File: src/rtl/cla_group_serial_adder_pkg.sv
// Shared definitions for the group-serial carry-lookahead adder:
// controller state encoding and group-count/index-width helpers.
package cla_group_serial_adder_pkg;

    typedef enum logic [1:0] {
        ST_IDLE,
        ST_RUN,
        ST_DONE
    } state_t;

    function automatic int calcNg(input int n, input int gs);
        return n / gs;
    endfunction

    // A single-group adder still needs a 1-bit index register.
    function automatic int calcIdxWidth(input int ng);
        return (ng > 1) ? $clog2(ng) : 1;
    endfunction

endpackage

File: src/rtl/cla_group_serial_adder_expand.sv
// One GS-bit lookahead group: expands the incoming group carry into
// per-bit carries and sum bits, and exports the group G/P terms.
module cla_group_expand
    import cla_group_serial_adder_pkg::*;
#(
    parameter int GS = 8
) (
    input  logic [GS-1:0] i_a,
    input  logic [GS-1:0] i_b,
    input  logic          i_cin,
    output logic [GS-1:0] o_sum,
    output logic          o_grpG,
    output logic          o_grpP,
    output logic          o_cMsb,
    output logic          o_cout
);

    logic [GS-1:0] w_g;
    logic [GS-1:0] w_p;
    logic [GS:0]   w_c;
    logic          w_genAcc;

    assign w_g = i_a & i_b;
    assign w_p = i_a ^ i_b;

    // Group generate is the same recurrence evaluated with a zero carry-in.
    always_comb begin
        w_c      = '0;
        w_c[0]   = i_cin;
        w_genAcc = 1'b0;
        for (int j = 0; j < GS; j++) begin
            w_c[j+1] = w_g[j] | (w_p[j] & w_c[j]);
            w_genAcc = w_g[j] | (w_p[j] & w_genAcc);
        end
    end

    assign o_sum  = w_p ^ w_c[GS-1:0];
    assign o_grpG = w_genAcc;
    assign o_grpP = &w_p;
    assign o_cMsb = w_c[GS-1];
    assign o_cout = w_c[GS];

endmodule

File: src/rtl/cla_group_serial_adder.sv
// Multi-cycle N-bit adder reusing one GS-bit lookahead group slice,
// one group per cycle, behind valid/ready request and result interfaces.
module cla_group_serial_adder
    import cla_group_serial_adder_pkg::*;
#(
    parameter int N  = 32,
    parameter int GS = 8
) (
    input  logic                  clk,
    input  logic                  rst,
    input  logic                  in_valid,
    output logic                  in_ready,
    input  logic [N-1:0]          a,
    input  logic [N-1:0]          b,
    input  logic                  cin,
    output logic                  out_valid,
    input  logic                  out_ready,
    output logic [N-1:0]          sum,
    output logic                  cout,
    output logic                  ovf,
    output logic [N/GS-1:0]       grp_g,
    output logic [N/GS-1:0]       grp_p
);

    localparam int NG = calcNg(N, GS);
    localparam int KW = calcIdxWidth(NG);

    if (((N % GS) != 0) || (GS < 2)) begin : gBadParams
        $error("cla_group_serial_adder: N must be a multiple of GS and GS >= 2");
    end

    state_t                  r_state;
    logic [NG-1:0][GS-1:0]   r_a;
    logic [NG-1:0][GS-1:0]   r_b;
    logic [NG-1:0][GS-1:0]   r_sum;
    logic [NG-1:0]           r_g;
    logic [NG-1:0]           r_p;
    logic [KW-1:0]           r_k;
    logic                    r_carry;
    logic                    r_cout;
    logic                    r_ovf;
    logic                    r_inReady;
    logic                    r_outValid;

    logic [GS-1:0]           w_sliceSum;
    logic                    w_grpG;
    logic                    w_grpP;
    logic                    w_cMsb;
    logic                    w_cout;
    logic                    w_lastGroup;

    assign w_lastGroup = (r_k == KW'(NG - 1));

    cla_group_expand #(
        .GS (GS)
    ) u_expand (
        .i_a    (r_a[r_k]),
        .i_b    (r_b[r_k]),
        .i_cin  (r_carry),
        .o_sum  (w_sliceSum),
        .o_grpG (w_grpG),
        .o_grpP (w_grpP),
        .o_cMsb (w_cMsb),
        .o_cout (w_cout)
    );

    // Handshake flags are registered alongside the state so every output is a flop.
    always_ff @(posedge clk or posedge rst) begin
        if (rst) begin
            r_state    <= ST_IDLE;
            r_a        <= '0;
            r_b        <= '0;
            r_sum      <= '0;
            r_g        <= '0;
            r_p        <= '0;
            r_k        <= '0;
            r_carry    <= 1'b0;
            r_cout     <= 1'b0;
            r_ovf      <= 1'b0;
            r_inReady  <= 1'b1;
            r_outValid <= 1'b0;
        end else begin
            case (r_state)
                ST_IDLE: begin
                    if (in_valid && r_inReady) begin
                        r_a       <= a;
                        r_b       <= b;
                        r_carry   <= cin;
                        r_k       <= '0;
                        r_sum     <= '0;
                        r_g       <= '0;
                        r_p       <= '0;
                        r_cout    <= 1'b0;
                        r_ovf     <= 1'b0;
                        r_inReady <= 1'b0;
                        r_state   <= ST_RUN;
                    end
                end
                ST_RUN: begin
                    r_sum[r_k] <= w_sliceSum;
                    r_g[r_k]   <= w_grpG;
                    r_p[r_k]   <= w_grpP;
                    r_carry    <= w_grpG | (w_grpP & r_carry);
                    if (w_lastGroup) begin
                        r_cout     <= w_cout;
                        r_ovf      <= w_cMsb ^ w_cout;
                        r_outValid <= 1'b1;
                        r_state    <= ST_DONE;
                    end else begin
                        r_k <= r_k + KW'(1);
                    end
                end
                ST_DONE: begin
                    if (out_ready) begin
                        r_outValid <= 1'b0;
                        r_inReady  <= 1'b1;
                        r_state    <= ST_IDLE;
                    end
                end
                default: begin
                    r_state    <= ST_IDLE;
                    r_inReady  <= 1'b1;
                    r_outValid <= 1'b0;
                end
            endcase
        end
    end

    assign in_ready  = r_inReady;
    assign out_valid = r_outValid;
    assign sum       = r_sum;
    assign cout      = r_cout;
    assign ovf       = r_ovf;
    assign grp_g     = r_g;
    assign grp_p     = r_p;

endmodule

File: config.mk
export PLATFORM = sky130hd
export DESIGN_NAME = cla_group_serial_adder
export DESIGN_NICKNAME = d
export VERILOG_FILES = /design/src/rtl/cla_group_serial_adder_pkg.sv /design/src/rtl/cla_group_serial_adder_expand.sv /design/src/rtl/cla_group_serial_adder.sv
export SDC_FILE = /design/constraint.sdc
export NUM_CORES = 1
export LEC_CHECK = 0
export CAP_MARGIN = 30
export CORE_MARGIN = 3
export CORE_UTILIZATION = 40
export CTS_CLUSTER_DIAMETER = 100
export DETAILED_ROUTE_END_ITERATION = 6
export HOLD_SLACK_MARGIN = 0.05
export PLACE_DENSITY = 0.69
export SLEW_MARGIN = 10
export SYNTH_ARGS = -nofsm -noshare
export SYNTH_HDL_FRONTEND = slang
export SYNTH_HIERARCHICAL = 1
export SYNTH_SLANG_ARGS = --single-unit
File: constraint.sdc
create_clock -name clk -period 5.46 [get_ports clk]
set_clock_uncertainty 0.2 [all_clocks]
set_input_delay 1.092 -clock clk [delete_from_list [all_inputs] [get_ports clk]]
set_output_delay 1.092 -clock clk [all_outputs]
set_load 0.03 [all_outputs]
# ---- Word-level counts from Yosys, hierarchy flattened
# Cells that the tools add are included.
dict set report classes {
  magnitude_cmp 2
  bitwise_logic 38
  n_eq_ne 7
  n_reduce_logical 12
  mux 35
  add_sub_neg 1
}
# operator count
set op_table {}
lappend op_table {{one-hot mux 32 bit (2 select lines)} 1}
lappend op_table {{binary-select mux 8 bit (select 2 bit)} 2}
lappend op_table {{bitwise mux 32 bit} 1}
lappend op_table {{two-way mux 32 bit} 1}
lappend op_table {{two-way mux 8 bit} 3}
lappend op_table {{bitwise AND 1 bit} 16}
lappend op_table {{demux 8 bit (select 2 bit)} 1}
lappend op_table {{bitwise OR 1 bit} 16}
lappend op_table {{one-hot mux 4 bit (2 select lines)} 2}
lappend op_table {{bitwise XOR 8 bit} 2}
lappend op_table {{AND reduction 3 bit} 5}
lappend op_table {{two-way mux 2 bit} 5}
lappend op_table {{bitwise AND 8 bit} 1}
lappend op_table {{bitwise mux 4 bit} 2}
lappend op_table {{two-way mux 1 bit} 8}
lappend op_table {{inequality test 2 bit (second input constant)} 4}
lappend op_table {{AND reduction 8 bit} 1}
lappend op_table {{one-hot mux 1 bit (2 select lines)} 3}
lappend op_table {{one-hot mux 1 bit (3 select lines)} 2}
lappend op_table {{one-hot mux 2 bit (3 select lines)} 1}
lappend op_table {{== test 2 bit (second input constant)} 2}
lappend op_table {{two-way mux 4 bit} 1}
lappend op_table {{one-hot mux 2 bit (2 select lines)} 1}
lappend op_table {{AND reduction 2 bit} 2}
lappend op_table {{other kinds (10)} 12}
dict set report totals {
  register_bits 113
  inputBits 69
  elab_cells 116
}

# ---- Logic depth before layout (Yosys ltp)
dict set report depth {
  depth_word 22
  depth_mapped 17
}

# ---- Cells and area by module
# The synthesis kept the hierarchy.
# mod instances cells_per_inst area_each_um2
set modules_own_cells {}
lappend modules_own_cells {cla_group_serial_adder 1 450 4755.8}
lappend modules_own_cells {cla_group_expand 1 37 362.8}

# ---- Worst setup path before layout
# OpenSTA, ideal clock, no wires.
dict set report synth_path {
  kind {reg2reg}
  startpoint {reg r_k[0]}
  endpoint {reg r_sum (netlist bit sum[15])}
  path_stages_with_launch 17
  setup_time_ns 0.121
  t_arrival_ns 4.429
  slack_ns 0.710
  synth_period_minus_slack_ns 4.750
  cell_sequence {dfrtp_1 -> buf_4 -> buf_4 -> mux4_2 -> inv_1 -> fa_1 -> inv_1 -> fa_1 -> fa_1 -> fa_1 -> fa_1 -> fa_1 -> inv_1 -> fa_1 -> inv_1 -> fa_1 -> a22o_1}
}
dict set report synth_between {
  elab_chain_cells 20
  word_cells_on_any_way 28
  classes_between {order compare: 2; mux: 8; bitwise: 17; reduce/logical: 1}
}
# item line
set synth_lines {}
lappend synth_lines {{start: declaration} cla_group_serial_adder.sv:38} ;# logic [KW-1:0] r_k;
lappend synth_lines {{start signal: assignment} cla_group_serial_adder.sv:110} ;# r_k <= r_k + KW'(1);
lappend synth_lines {{binary-select mux 8 bit (select 2 bit), on equally long branches} {cla_group_serial_adder.sv:57, cla_group_serial_adder.sv:58}}
lappend synth_lines {{two-way mux 8 bit, on equally long branches} {cla_group_serial_adder.sv:57, cla_group_serial_adder.sv:58}}
lappend synth_lines {{bitwise XOR 8 bit} cla_group_serial_adder_expand.sv:24} ;# assign w_p = i_a ^ i_b;
lappend synth_lines {{bitwise AND 1 bit} cla_group_serial_adder_expand.sv:32} ;# w_c[j+1] = w_g[j] | (w_p[j] & w_c[j]);
lappend synth_lines {{bitwise OR 1 bit} cla_group_serial_adder_expand.sv:32}
lappend synth_lines {{bitwise AND 1 bit} cla_group_serial_adder_expand.sv:32}
lappend synth_lines {{bitwise OR 1 bit} cla_group_serial_adder_expand.sv:32}
lappend synth_lines {{bitwise AND 1 bit} cla_group_serial_adder_expand.sv:32}
lappend synth_lines {{[6 not listed]} --}
lappend synth_lines {{bitwise OR 1 bit} cla_group_serial_adder_expand.sv:32}
lappend synth_lines {{bitwise AND 1 bit} cla_group_serial_adder_expand.sv:32}
lappend synth_lines {{bitwise OR 1 bit *} cla_group_serial_adder_expand.sv:32}
lappend synth_lines {{named net w_cMsb} cla_group_serial_adder.sv:48} ;# logic w_cMsb;
lappend synth_lines {{bitwise XOR 8 bit *} cla_group_serial_adder_expand.sv:37} ;# assign o_sum = w_p ^ w_c[GS-1:0];
lappend synth_lines {{named net w_sliceSum[7]} cla_group_serial_adder.sv:45} ;# logic [GS-1:0] w_sliceSum;
lappend synth_lines {{bitwise mux 32 bit *} cla_group_serial_adder.sv:100} ;# r_sum[r_k] <= w_sliceSum;
lappend synth_lines {{one-hot mux 32 bit (2 select lines) *} cla_group_serial_adder.sv:83} ;# case (r_state)
lappend synth_lines {{end signal: indexed assignment} cla_group_serial_adder.sv:100}
lappend synth_lines {{end: declaration} cla_group_serial_adder.sv:35} ;# logic [NG-1:0][GS-1:0] r_sum;
# The timed path passes the listed nets; every way through them passes the cells marked *. The select of a mux whose other input is x is not followed.
# A chain may end at the register's enable or synchronous reset.

# ---- Worst setup path after layout
dict set report layout_path {
  startpoint {reg r_k[0]}
  endpoint {reg r_sum (netlist bit sum[31])}
}
# The elaborated chain is that of the path after synthesis.

==> impl_metrics.env <==
export IMPL_synth_top_area_frac=0.5475
export IMPL_power_density_nw_per_um2=645.9
export IMPL_synth_area_leaders="dfrtp_1 (55%), nand2_1 (15%), mux4_2 (7.0%)"
export IMPL_synth_top_area_cell="dfrtp_1"
export IMPL_overflow=0
export IMPL_min_path_cells=2
export IMPL_hold_path_startpoint="r_a[27]"
export IMPL_gp_congestion=0.7919
export IMPL_initialDrtViolationCount=345
export IMPL_yosys_most_used_dff="dfrtp_1"
export IMPL_end_kind="flop"
export IMPL_yosysWarningCount=6
export IMPL_hp_class="flop to flop"
export IMPL_finalHoldViolations=0
export IMPL_wl_um=13230
export IMPL_cts_buffer_depth=2
export IMPL_critPathLaunchType="flop"
export IMPL_avgSynthCellArea_um2=10.51
export IMPL_cp_slowest_stage_delay_ns=0.63
export IMPL_cp_required_ns=5.58
export IMPL_clkTransAtPathRegs_ns=0.05
export IMPL_yosysMostFrequentCell="nand2_1"
export IMPL_rrSetupSlack_ns=0.55
export IMPL_die_h_um=119.1
export IMPL_tightest_slew_ns=0.7070
export IMPL_routedWlPerCell_um=16.96
export IMPL_synth_seq_cells=113
export IMPL_cts_root_buffer="clkbuf_16"
export IMPL_cts_max_level=4
export IMPL_nets=689
export IMPL_p_leak_nw=3.340
export IMPL_critPathArrivalTime_ns=5.02
export IMPL_rows=40
export IMPL_netlist_instances=487
export IMPL_cts_inserted_buffers=17
export IMPL_grt_pass1_wl_um=21920
export IMPL_antenna_cells=0
export IMPL_synth_edf_count=0
export IMPL_placedCellCount=747
export IMPL_cts_resized=0
export IMPL_synthAdderAreaFrac=0.06307
export IMPL_synth_compound_area_share=0.08800
export IMPL_ys_seq_area_frac=0.5527
export IMPL_cts_tree="yes"
export IMPL_syn_area_um2=5119
export IMPL_antenna_found_initial=0
export IMPL_synth_commonest_cells="nand2_1 (206), dfrtp_1 (112), a22o_1 (30), mux4_2 (16), inv_1 (14)"
export IMPL_hold_buffers=0
export IMPL_grt_pass1_vias=4205
export IMPL_fin_crit_sh=0.8986
export IMPL_start_util=0.4174
export IMPL_grt_max_degree=68
export IMPL_peakVddDrop_uv=283.7
export IMPL_crit_chain="mux4_2, inv_1, fa_1, inv_1, fa_1, fa_1, fa_1, fa_1, fa_1, inv_1, fa_1, inv_1, fa_1, nand2_1, o21ai_0"
export IMPL_synthMuxAreaShare=0.07040
export IMPL_core_area_um2=12260
export IMPL_max_slew_margin_rel=0.5287
export IMPL_synth_distinct_cells=36
export IMPL_floorplan_die_area_um2=14190
export IMPL_cts_setup_buffers=0
export IMPL_crit_type="flop to flop"
export IMPL_synth_xor_area_frac=0.001711
export IMPL_drv_cap=0
export IMPL_via_per_inst=5.129
export IMPL_cts_sinks=113
export IMPL_final_layout_size_suffix_gt1_frac=0.1062
export IMPL_synth_async_reset_ratio=1.000
export IMPL_dr_total_vias=4001
export IMPL_rsz0062_at_grt="no"
export IMPL_reg2reg_depth=15
export IMPL_tns_ns=0
export IMPL_portBuffers=112
export IMPL_cp_common_cell="fa_1"
export IMPL_dp_hpwl_um=9609
export IMPL_drc_errors=0
export IMPL_crit_path_start="r_k[0]"
export IMPL_r2r_end="sum[31]"
export IMPL_grt_usage=0.1960
export IMPL_io_pins=113
export IMPL_reg2reg_from="r_k[0]"
export IMPL_syn_nets=577
export IMPL_clock_latency_ns=0.41
export IMPL_synth_top_family_by_area="simple AND/OR/NAND/NOR gates"
export IMPL_worst_path_max_delay_cell="dfrtp_1"
export IMPL_finalCriticalPeriod_ns=4.906
export IMPL_first_pass_iters=5
export IMPL_hold_path_end="r_a[27]"
export IMPL_timing_fmax_mhz=203.8
export IMPL_syn2layout_area_growth_pct=37.08
export IMPL_layout_cells_non_filler=780
export IMPL_status="finished clean"
export IMPL_dieWidth_um=119.1
export IMPL_slew_violations=0
export IMPL_antenna_left=0
export IMPL_synthSimpleGateAreaFrac=0.1855
export IMPL_path_max_fanout=8
export IMPL_finalSetupViolations=0
cells by family after synthesis:
group | count (synthesis)
muxes | 16
buffers and inverters | 42
AOI/OAI and AO/OA | 60
xor gates and xnor gates | 1
DFF | 113
and+or+nand+nor | 234
adders and majority gates | 21
per-layer routing:
metal	share of wire	GRT usage	vias up
li1	-	-	1852
met1	0.43	0.2595	1957
met2	0.47	0.3055	170
met3	0.075	0.05935	22
met4	0.019	0.07241	0
met5	0	0	-
power by group:
group	internal (W)	total, W	switching, W	leakage [nW]
registers	0.00118	0.00142	0.000237	1.45
logic	0.000866	0.00201	0.00114	1.59
clock network	0.000715	0.00110	0.000388	0.293
total	0.00276	0.00453	0.00177	3.34
stage by stage:
step / hold WS [ns] / util / power, W / setup slack [ns] / area, µm²
3_5_place_dp: 0.2618 / 0.5233 / 0.003404 / 0.6107 / 6416
6_report: 0.2685 / 0.5722 / 0.004532 / 0.5537 / 7017
5_1_grt: 0.2970 / 0.5722 / 0.004795 / 0.3311 / 7017
4_1_cts: 0.2753 / 0.5718 / 0.004537 / 0.5563 / 7012
2_1_floorplan: 0.2403 / - / 0.002659 / 0.7103 / 5119
3_3_place_gp: 0.2546 / 0.5194 / 0.003316 / 0.6865 / 6369
how the worst max path moves through the flow:
stage | to | slack (ns) | depth (start not counted)
2_1_floorplan | sum[15] | 0.71 | 16
3_3_place_gp | sum[23] | 0.69 | 14
3_5_place_dp | sum[7] | 0.61 | 14
4_1_cts | sum[31] | 0.56 | 15
5_1_grt | sum[31] | 0.33 | 15
6_report | sum[31] | 0.55 | 15
sequential cells by signal, summed over array words and instances (netlist names):
register	cells
r_state	2
grp_p	4
r_b	32
out_valid	1
r_k	2
r_a	32
ovf	1
grp_g	4
in_ready	1
cout	1
sum	32
r_carry	1
cell usage in the layout (no fill, tap or decap), types with 2 or more instances in the layout:
cell type | synthesis | layout
nor2_2 | 3 | 3
dfrtp_1 | 112 | 112
o21ai_0 | 6 | 6
clkinv_4 | 0 | 5
clkinv_2 | 0 | 5
nand3_1 | 10 | 10
buf_4 | 7 | 6
o21ai_1 | 9 | 9
mux4_2 | 16 | 16
clkdlybuf4s50_1 | 0 | 112
nand2_1 | 206 | 206
a21oi_1 | 6 | 6
fa_1 | 8 | 8
bufinv_16 | 0 | 3
clkbuf_16 | 0 | 17
nor2_1 | 3 | 3
and3b_1 | 4 | 4
o2bb2ai_1 | 2 | 2
ha_1 | 13 | 13
a22o_1 | 30 | 30
inv_1 | 14 | 13
final cells by class:
cell class / count / area (µm²)
multi-input combinational: 332 / 2108
fill: 1079 / 5245
timing repair buffer: 121 / 1219
clock inverter: 14 / 166.4
clock buffer: 18 / 429.2
tap: 168 / 210.2
inverter: 14 / 55.05
sequential: 113 / 2829
critical path, delay by kind of cell (launching register included):
kind / cells / cell delay, ns
adder cells (fa/ha/maj): 8 / 2.86
flip-flops: 1 / 0.63
multiplexers: 1 / 0.59
buffers and inverters: 4 / 0.30
AND/OR/NAND/NOR: 1 / 0.06
AO/OA/AOI/OAI: 1 / 0.15
No activity file was read; power rests on OpenSTA's default activity.
